===== config.mk =====
export PLATFORM = sky130hd
export DESIGN_NAME = cdb_arbiter
export DESIGN_NICKNAME = d
export VERILOG_FILES = /design/src/rtl/cdb_arbiter.sv
export SDC_FILE = /design/constraint.sdc
export NUM_CORES = 1
export LEC_CHECK = 0
export CAP_MARGIN = 15
export CORE_MARGIN = 3
export CORE_UTILIZATION = 45
export CTS_CLUSTER_DIAMETER = 80
export DETAILED_ROUTE_END_ITERATION = 10
export GPL_TIMING_DRIVEN = 0
export PLACE_DENSITY = 0.91
export SLEW_MARGIN = 20
export SYNTH_ARGS = -nofsm -noshare
export SYNTH_HDL_FRONTEND = slang
export SYNTH_SLANG_ARGS = --single-unit

===== constraint.sdc =====
create_clock -name clock -period 7 [get_ports clock]
set_clock_uncertainty 0.15 [all_clocks]
set_input_delay 1.05 -clock clock [delete_from_list [all_inputs] [get_ports clock]]
set_output_delay 1.05 -clock clock [all_outputs]
set_load 0.01 [all_outputs]

===== src/rtl/cdb_arbiter.sv =====
// cdb_arbiter
//
// Shares NUM_CDB common data bus broadcast ports among NUM_FU functional-unit
// completion requesters. Grants are combinational in the request cycle and
// drive each FU's cdb_en. Granted packets are registered and broadcast one
// cycle later. A rotating priority pointer prevents starvation. Branch
// resolve/mispredict is applied both to incoming requests and to the
// registered broadcast.
//
// Ports:
//   clock         in   system clock, rising edge
//   reset         in   asynchronous active-low reset
//   fu_req        in   [NUM_FU]         FU i holds a completed result
//   fu_result     in   [NUM_FU*DATA_W]  per-FU result, FU i at [i*DATA_W +: DATA_W]
//   fu_preg       in   [NUM_FU*PREG_W]  per-FU completing physical register
//   fu_bm         in   [NUM_FU*BM_W]    per-FU branch mask
//   b_mm_resolve  in   [BM_W]           one-hot resolving branch bit, 0 if none
//   b_mm_mispred  in   1                resolving branch mispredicted
//   fu_grant      out  [NUM_FU]         combinational cdb_en per FU
//   cdb_valid     out  [NUM_CDB]        broadcast slot valid
//   cdb_result    out  [NUM_CDB*DATA_W] broadcast results
//   cdb_preg      out  [NUM_CDB*PREG_W] broadcast completing registers
//   cdb_bm        out  [NUM_CDB*BM_W]   broadcast branch masks
//   rr_ptr        out  [clog2(NUM_FU)]  current highest-priority FU index

module cdb_arbiter #(
    parameter int unsigned NUM_FU  = 4,
    parameter int unsigned NUM_CDB = 2,
    parameter int unsigned DATA_W  = 32,
    parameter int unsigned PREG_W  = 6,
    parameter int unsigned BM_W    = 4,
    localparam int unsigned PTR_W  = (NUM_FU > 1) ? $clog2(NUM_FU) : 1
) (
    input  logic                        clock,
    input  logic                        reset,
    input  logic [NUM_FU-1:0]           fu_req,
    input  logic [NUM_FU*DATA_W-1:0]    fu_result,
    input  logic [NUM_FU*PREG_W-1:0]    fu_preg,
    input  logic [NUM_FU*BM_W-1:0]      fu_bm,
    input  logic [BM_W-1:0]             b_mm_resolve,
    input  logic                        b_mm_mispred,
    output logic [NUM_FU-1:0]           fu_grant,
    output logic [NUM_CDB-1:0]          cdb_valid,
    output logic [NUM_CDB*DATA_W-1:0]   cdb_result,
    output logic [NUM_CDB*PREG_W-1:0]   cdb_preg,
    output logic [NUM_CDB*BM_W-1:0]     cdb_bm,
    output logic [PTR_W-1:0]            rr_ptr
);

    // Wide enough to count every FU as a grant candidate.
    localparam int unsigned CNT_W = $clog2(NUM_FU + 1);

    // ------------------------------------------------------------------
    // Unpacked views of the per-FU buses
    // ------------------------------------------------------------------
    logic [DATA_W-1:0] fu_res_a [NUM_FU];
    logic [PREG_W-1:0] fu_preg_a [NUM_FU];
    logic [BM_W-1:0]   fu_bm_a [NUM_FU];
    logic [BM_W-1:0]   fu_bm_clr_a [NUM_FU];
    logic [NUM_FU-1:0] kill;
    logic [NUM_FU-1:0] eligible;

    // A correct resolve clears its bit; a mispredict leaves the mask intact
    // because any FU carrying that bit is killed anyway.
    logic             resolve_ok;
    assign resolve_ok = (b_mm_resolve != '0) && !b_mm_mispred;

    for (genvar i = 0; i < NUM_FU; i++) begin : g_unpack
        assign fu_res_a[i]    = fu_result[i*DATA_W +: DATA_W];
        assign fu_preg_a[i]   = fu_preg[i*PREG_W +: PREG_W];
        assign fu_bm_a[i]     = fu_bm[i*BM_W +: BM_W];
        assign kill[i]        = b_mm_mispred && (|(fu_bm_a[i] & b_mm_resolve));
        assign eligible[i]    = fu_req[i] && !kill[i];
        assign fu_bm_clr_a[i] = resolve_ok ? (fu_bm_a[i] & ~b_mm_resolve) : fu_bm_a[i];
    end

    // ------------------------------------------------------------------
    // State
    // ------------------------------------------------------------------
    logic [PTR_W-1:0]  rr_ptr_q, rr_ptr_d;
    logic [NUM_CDB-1:0] valid_q;
    logic [DATA_W-1:0] result_q [NUM_CDB];
    logic [PREG_W-1:0] preg_q [NUM_CDB];
    logic [BM_W-1:0]   bm_q [NUM_CDB];

    // ------------------------------------------------------------------
    // Rotating-priority scan
    // ------------------------------------------------------------------
    logic [NUM_FU-1:0]  grant;
    logic [NUM_CDB-1:0] slot_use;
    logic [PTR_W-1:0]   slot_fu [NUM_CDB];
    logic [PTR_W-1:0]   last_fu;
    logic [PTR_W-1:0]   idx;
    logic [PTR_W:0]     sum;
    logic [CNT_W-1:0]   cnt;

    always_comb begin
        grant    = '0;
        slot_use = '0;
        last_fu  = '0;
        idx      = '0;
        sum      = '0;
        cnt      = '0;
        for (int k = 0; k < NUM_CDB; k++) begin
            slot_fu[k] = '0;
        end
        for (int off = 0; off < NUM_FU; off++) begin
            // rr_ptr + off never reaches 2*NUM_FU, so one subtraction wraps it.
            sum = {1'b0, rr_ptr_q} + (PTR_W+1)'(off);
            if (sum >= (PTR_W+1)'(NUM_FU)) begin
                sum = sum - (PTR_W+1)'(NUM_FU);
            end
            idx = sum[PTR_W-1:0];
            if (eligible[idx] && (cnt < CNT_W'(NUM_CDB))) begin
                grant[idx] = 1'b1;
                for (int k = 0; k < NUM_CDB; k++) begin
                    if (cnt == CNT_W'(k)) begin
                        slot_fu[k]  = idx;
                        slot_use[k] = 1'b1;
                    end
                end
                cnt     = cnt + 1'b1;
                last_fu = idx;
            end
        end
    end

    always_comb begin
        rr_ptr_d = rr_ptr_q;
        if (cnt != '0) begin
            rr_ptr_d = (last_fu == PTR_W'(NUM_FU - 1)) ? '0 : last_fu + 1'b1;
        end
    end

    // Grants are meaningless while the arbiter is held in reset.
    assign fu_grant = reset ? grant : '0;

    // ------------------------------------------------------------------
    // Slot data selection
    // ------------------------------------------------------------------
    logic [DATA_W-1:0] slot_res [NUM_CDB];
    logic [PREG_W-1:0] slot_preg [NUM_CDB];
    logic [BM_W-1:0]   slot_bm [NUM_CDB];

    always_comb begin
        for (int k = 0; k < NUM_CDB; k++) begin
            slot_res[k]  = fu_res_a[slot_fu[k]];
            slot_preg[k] = fu_preg_a[slot_fu[k]];
            slot_bm[k]   = fu_bm_clr_a[slot_fu[k]];
        end
    end

    // ------------------------------------------------------------------
    // Broadcast registers
    // ------------------------------------------------------------------
    always_ff @(posedge clock or negedge reset) begin
        if (!reset) begin
            rr_ptr_q <= '0;
            valid_q  <= '0;
            for (int k = 0; k < NUM_CDB; k++) begin
                result_q[k] <= '0;
                preg_q[k]   <= '0;
                bm_q[k]     <= '0;
            end
        end else begin
            rr_ptr_q <= rr_ptr_d;
            for (int k = 0; k < NUM_CDB; k++) begin
                valid_q[k] <= slot_use[k];
                // Unused slots keep stale data; only the valid bit drops.
                if (slot_use[k]) begin
                    result_q[k] <= slot_res[k];
                    preg_q[k]   <= slot_preg[k];
                    bm_q[k]     <= slot_bm[k];
                end
            end
        end
    end

    // ------------------------------------------------------------------
    // Post-register squash and mask clear on the broadcast
    // ------------------------------------------------------------------
    for (genvar k = 0; k < NUM_CDB; k++) begin : g_out
        assign cdb_valid[k] = valid_q[k] && !(b_mm_mispred && (|(bm_q[k] & b_mm_resolve)));
        assign cdb_result[k*DATA_W +: DATA_W] = result_q[k];
        assign cdb_preg[k*PREG_W +: PREG_W]   = preg_q[k];
        assign cdb_bm[k*BM_W +: BM_W] = resolve_ok ? (bm_q[k] & ~b_mm_resolve) : bm_q[k];
    end

    assign rr_ptr = rr_ptr_q;

endmodule


After elaboration in Yosys (flattened, before gate mapping)
Index checks and enable logic that the tools add are counted.
- word-level logic and storage cells: 173
- input bits: 179
- bits in registers: 88
- equal/unequal tests: 4
- magnitude comparators: 17
- bitwise operators: 18
- multiplexer cells: 77
- reductions and logical operators: 38
- add/sub/neg operators: 11
- operator list (operator ; number):
    $bmux 32 s2 ; 2
    $mux 32 ; 4
    $mux 4 ; 18
    $and 4x4->4 ; 12
    $mux 2 ; 18
    $bmux 6 s2 ; 2
    $mux 6 ; 4
    $reduce_or 4->1 ; 6
    $logic_and 1x1->1 ; 20
    $bmux 4 s2 ; 2
    $mux 1 ; 16
    $ge 3x3->1 const B ; 5
    $lt 2x3->1 const B ; 4
    $or 4x4->4 ; 3
    $add 3x1->3 const B ; 3
    $eq 3x1->1 const B ; 3
    $logic_not 3->1 ; 3
    $lt 3x2->1 const B ; 3
    $mux 3 ; 3
    $bmux 1 s2 ; 4
    $demux 1 s2 ; 4
    $ge 2x1->1 const B ; 4
    $sub 2x1->2 const B ; 4
    $logic_not 1->1 ; 7
    other kinds (9) ; 11

Longest topological paths before layout
- word-level depth: 21
- depth in mapped cells: 25
- mapped depth without buffers: 17

Worst setup path after synthesis
No wires, ideal clock.
- path kind: reg2out
- start: register rr_ptr_q[0], in the netlist rr_ptr[0]
- end: output fu_grant[2]
- path buffers: 5
- setup slack: 0.994 ns
- stages on the path, launching flop included: 21
- data arrival time: 4.806 ns
- cell sequence: dfrtp_1 -> clkbuf_2 -> clkinv_1 -> ha_1 -> buf_2 -> buf_2 -> nand2_1 -> o221a_2 -> nor2_1 -> ha_1 -> nor2_1 -> a22o_4 -> buf_6 -> fa_1 -> nor2_1 -> nand3_1 -> o2bb2ai_1 -> or2_2 -> clkbuf_1 -> a222oi_1 -> a21boi_0
- longest elaborated chain between the ends: 15
- elaborated cells on any way between the ends: 62
- classes of those cells: add/sub (9); order compare (15); mux (28); bitwise (3); reduce/logical (7)
- ends and longest elaborated chain (item ; line ; text):
    start, declared ; 80 ; logic [PTR_W-1:0] rr_ptr_q, rr_ptr_d;
    start signal, assigned ; 166 ; rr_ptr_q <= rr_ptr_d;
    $ge 2x3->1 or $sub 2x1->2 (tied branches) ; 110, 111 ;
    $mux 2 ; 110 ; if (sum >= (PTR_W+1)'(NUM_FU)) begin
    $bmux 1 s2 ; 114 ; if (eligible[idx] && (cnt < CNT_W'(NUM_CDB))) begin
    $mux 1 (implied by the code) ; 114 ;
    $mux 1 ; 114 ;
    $lt 3x2->1 ; 114 ;
    $logic_and 1x1->1 ; 114 ;
    $mux 3 ; 114 ;
    $lt 3x2->1 ; 114 ;
    $logic_and 1x1->1 ; 114 ;
    $mux 3 ; 114 ;
    $lt 3x2->1 ; 114 ;
    $logic_and 1x1->1 ; 114 ;
    $mux 4 (*) ; 114 ;
    $mux 4 (*) ; 136 ; assign fu_grant = reset ? grant : '0;
    end, declared ; 42 ; output logic [NUM_FU-1:0] fu_grant,
Mark *: on every way between the ends. The rest lies on a longest branch, timed or not. The select of a mux whose other input is x is not followed.

Worst setup path in the final report
- start: input b_mm_resolve[2]
- end: output fu_grant[3]
- longest elaborated chain between the ends: 18
- elaborated cells on any way between the ends: 47
- classes of those cells: add/sub (2); order compare (3); mux (16); bitwise (7); reduce/logical (19)
- ends and longest elaborated chain (item ; line ; text):
    start, declared ; 40 ; input logic [BM_W-1:0] b_mm_resolve,
    $and 4x4->4 ; 72 ; assign kill[i] = b_mm_mispred && (|(fu_bm_a[i] & b_mm_resolve));
    $reduce_or 4->1 ; 72 ;
    $logic_and 1x1->1 ; 72 ;
    $logic_not 1->1 ; 73 ; assign eligible[i] = fu_req[i] && !kill[i];
    $logic_and 1x1->1 ; 73 ;
    $bmux 1 s2 ; 114 ;
    $mux 1 (implied by the code) ; 114 ;
    $mux 1 ; 114 ;
    [... 2 more ...] ; -- ;
    $mux 3 ; 114 ;
    $lt 3x2->1 ; 114 ;
    $logic_and 1x1->1 ; 114 ;
    $mux 3 ; 114 ;
    $lt 3x2->1 ; 114 ;
    $logic_and 1x1->1 ; 114 ;
    $mux 4 (*) ; 114 ;
    $mux 4 (*) ; 136 ;
Marks and branches as above.

==> flow_metrics.tcl <==
set metrics [dict create \
    status "finished, final reports clean" \
    global_route_wire_length_before_repair_um 43650 \
    crit_arrival_ns 5.50 \
    main_combinational_cell_family_by_area_after_synthesis "compound AO/OA/AOI/OAI gates" \
    post-synth-top-area-cell "dfrtp_1" \
    synth.area.mux_share 0.1661 \
    sum_of_met3_wire_segment_lengths_after_detailed_routing_um 2682 \
    postLayoutSetupSlackWorst_ns 0.2997 \
    synth-compound-area-share 0.2745 \
    finalWeightedCongestion 0.9017 \
    area.growth.synth_to_final_pct 46.89 \
    setup-violations-final 0 \
    met2RoutedLength_um 13300 \
    synth.distinct_cells 69 \
    core_um2 15370 \
    chipHeight_um 131.8 \
    synth.yosys.seq_area_share 0.3091 \
    number_of_warning_messages_in_the_yosys_log 0 \
    row_count 45 \
    cp_data_required_time_ns 5.80 \
    fp.dieArea_um2 17380 \
    netlist_top_cells_count "mux2i_1, dfrtp_1, nand2_1, nor2_1, a31oi_1" \
    clkTransAtPathRegs_ns 0.07 \
    ioPinCount 271 \
    antenna_violating_nets_post_route 0 \
    basic_gate_share_of_the_synthesized_area_counting_and_or_nand_and_nor_cells 0.1470 \
    initial_utilization 0.4635 \
    setup_slack_after_placement_ns -0.3960 \
    rsz0062_at_grt "false" \
    drt_iter0_markers 671 \
    cts_buf_count 9 \
    fill_cells 1194 \
    synth_adder_area_share 0.02915 \
    route.detailed.vias_per_inst 6.259 \
    crit_path_end_kind "primary output" \
    period_minus_slack_ns 6.700 \
    hold_viol_final 0 \
    ys_seq_elements 88 \
    cp_max_fo 10 \
    post_synth_instance_area_um2 7124 \
    m1WireLength_um 11160 \
    hold_class "flip-flop to flip-flop" \
    synth.net_count 935 \
    ctsHtreeMaxLevel 3 \
    floorplan.die.width_um 131.8 \
    timing.max_slew.rel_slack 0.3512 \
    synth_largest_type_area_fraction 0.3091 \
    antenna-diode-count 0 \
    number_of_flops_mapped_to_enable_cells_by_yosys 0 \
    netlist_instances 740 \
    netlist_top_cells_area "dfrtp_1, mux2i_1, a221oi_2" \
    clockBufferDepth 2 \
    layout_worst_path_cycle_share 0.9572 \
    layout.area.seq_um2 2203 \
    dp.final_hpwl_um 20870 \
    holdBufCountCts 0 \
    ys.flop_type "dfrtp_1" \
    initial_antenna_violation_count 0 \
    first_global_vias 7773 \
    ctsRootBufferMaster "clkbuf_16" \
    synth-xor-area-share 0.002459 \
    achievable-frequency_ghz 0.1492 \
    multi_input_area_um2 4432 \
    yosysMostFrequentCell "mux2i_1" \
    port_buffers 270 \
    cp-start-kind "primary input" \
    clk-insertion-delay-late_ns 0.35 \
    wire_per_inst_um 22.72 \
    layout-drive-gt1-share 0.1313 \
    postSynth.asyncResetShare 1.000 \
    cap_viol_max_count 0 \
    grt_total_ovfl 0 \
    timing.final.max_slew_violations 0 \
    syn-mean-instance-area_um2 9.627 \
    drt_drc_violations_left 0 \
    worst_pin_slew_ns 0.9732 \
    maximum_number_of_pins_on_one_net_before_global_route_repair 48 \
    top_signal_layer_used "met4" \
    wirelength_um 28150 \
    grt_usage 0.3112 \
    num-nets-final 1218 \
    critical_path_class "primary input to primary output" \
    clock_sinks 88 \
    tritoncts "done" \
    via_count 7755 \
    detailedRoute.firstPassIterationCount 6 \
]
-- cell usage in the layout (no fill, tap or decap), types with 3 or more instances in the layout --
cell	count
mux2i_1	116
o22ai_1	3
buf_6	10
a21boi_2	4
nor3_1	4
a21oi_1	4
nor2b_1	13
clkbuf_16	9
o311ai_1	4
o21ai_0	20
buf_4	9
nand3_1	11
inv_1	28
a21boi_0	6
a22o_1	5
a221oi_2	38
clkdlybuf4s50_1	269
nor4_1	15
a22oi_1	13
o21ai_1	5
dfrtp_1	87
clkbuf_1	17
a31oi_1	42
a211o_1	4
nand2_1	73
nor2_1	51
and4_1	23
nand2b_1	5
buf_8	4
a222oi_1	4
o211ai_1	39
ha_1	14
buf_2	23
-- critical path, cell delays in order --
cell,delay (ns)
clkdlybuf4s50_1,0.57
a22oi_1,0.28
a21boi_2,0.15
o221a_2,0.36
nor2_4,0.25
ha_2,0.32
nor2_1,0.07
a22o_4,0.25
buf_6,0.14
fa_1,0.41
nor2_1,0.10
nand3_1,0.10
o2bb2ai_2,0.29
or2_2,0.28
a222oi_1,0.10
a21boi_0,0.20
clkdlybuf4s50_1,0.57
-- flip-flops by register name, summed over array words and instances, names as in the netlist --
| register | flops |
|---|---|
| bm_q | 8 |
| valid_q | 2 |
| cdb_preg | 12 |
| rr_ptr | 2 |
| cdb_result | 64 |
-- cells by family after synthesis --
family	count (synthesis)
buffers and inverters	92
adders and majority gates	16
xor gates and xnor gates	2
and+or+nand+nor	207
DFF	88
AOI/OAI and AO/OA	217
muxes	118
-- metrics by stage --
step / hold WS, ns / setup TNS (ns) / utilization / instances / instance area (um2)
finish: 0.3617 / 0 / 0.6808 / 1239 / 10470
detailed placement: 0.3445 / -1.471 / 0.6584 / 1222 / 10120
floorplan: 0.3211 / 0 / - / 740 / 7124
global route: 0.3865 / 0 / 0.6808 / 1239 / 10470
CTS: 0.3608 / 0 / 0.6799 / 1238 / 10450
global placement: 0.3399 / -1.481 / 0.6565 / 1221 / 10090
-- final timing paths --
kind | startpoint | end | slack [ns] | depth (start not counted)
min in group asynchronous | reset | cdb_result[55]$_DFFE_PN0P_ | 0.48 | 1
max reg2reg | rr_ptr[1]$_DFFE_PN0P_ | cdb_result[54]$_DFFE_PN0P_ | 1.04 | 22
max in group asynchronous | reset | cdb_result[12]$_DFFE_PN0P_ | 5.61 | 2
max | b_mm_resolve[2] | fu_grant[3] | 0.30 | 17
min | cdb_result[44]$_DFFE_PN0P_ | cdb_result[44]$_DFFE_PN0P_ | 0.36 | 2
min reg2reg | cdb_result[44]$_DFFE_PN0P_ | cdb_result[44]$_DFFE_PN0P_ | 0.36 | 2
-- routing by layer --
metal | GRT usage | vias to the layer above
met5 | 0 | -
met4 | 0.1272 | 0
met3 | 0.06527 | 88
met2 | 0.5152 | 542
met1 | 0.3974 | 3725
li1 | - | 3400
-- final cells by class --
type                    count  area share
clock buffers              11     0.02319
multi-input cells         560      0.4235
repair buffers            274      0.2632
clock inverters             5    0.005978
inverters                  30     0.01100
flip-flops and latches     88      0.2105
plain buffers              60     0.03742
well taps                 211     0.02523
-- timing repair --
item                                    CTS  global route
buffers inserted                          1             2
resized for setup                         7             3
endpoints found under the setup margin    4             4
gates cloned                              0             0
pin swaps                                 1             1
Power is not shown: default switching activity piles up to over one toggle a cycle in this logic, so the estimate is an artifact.
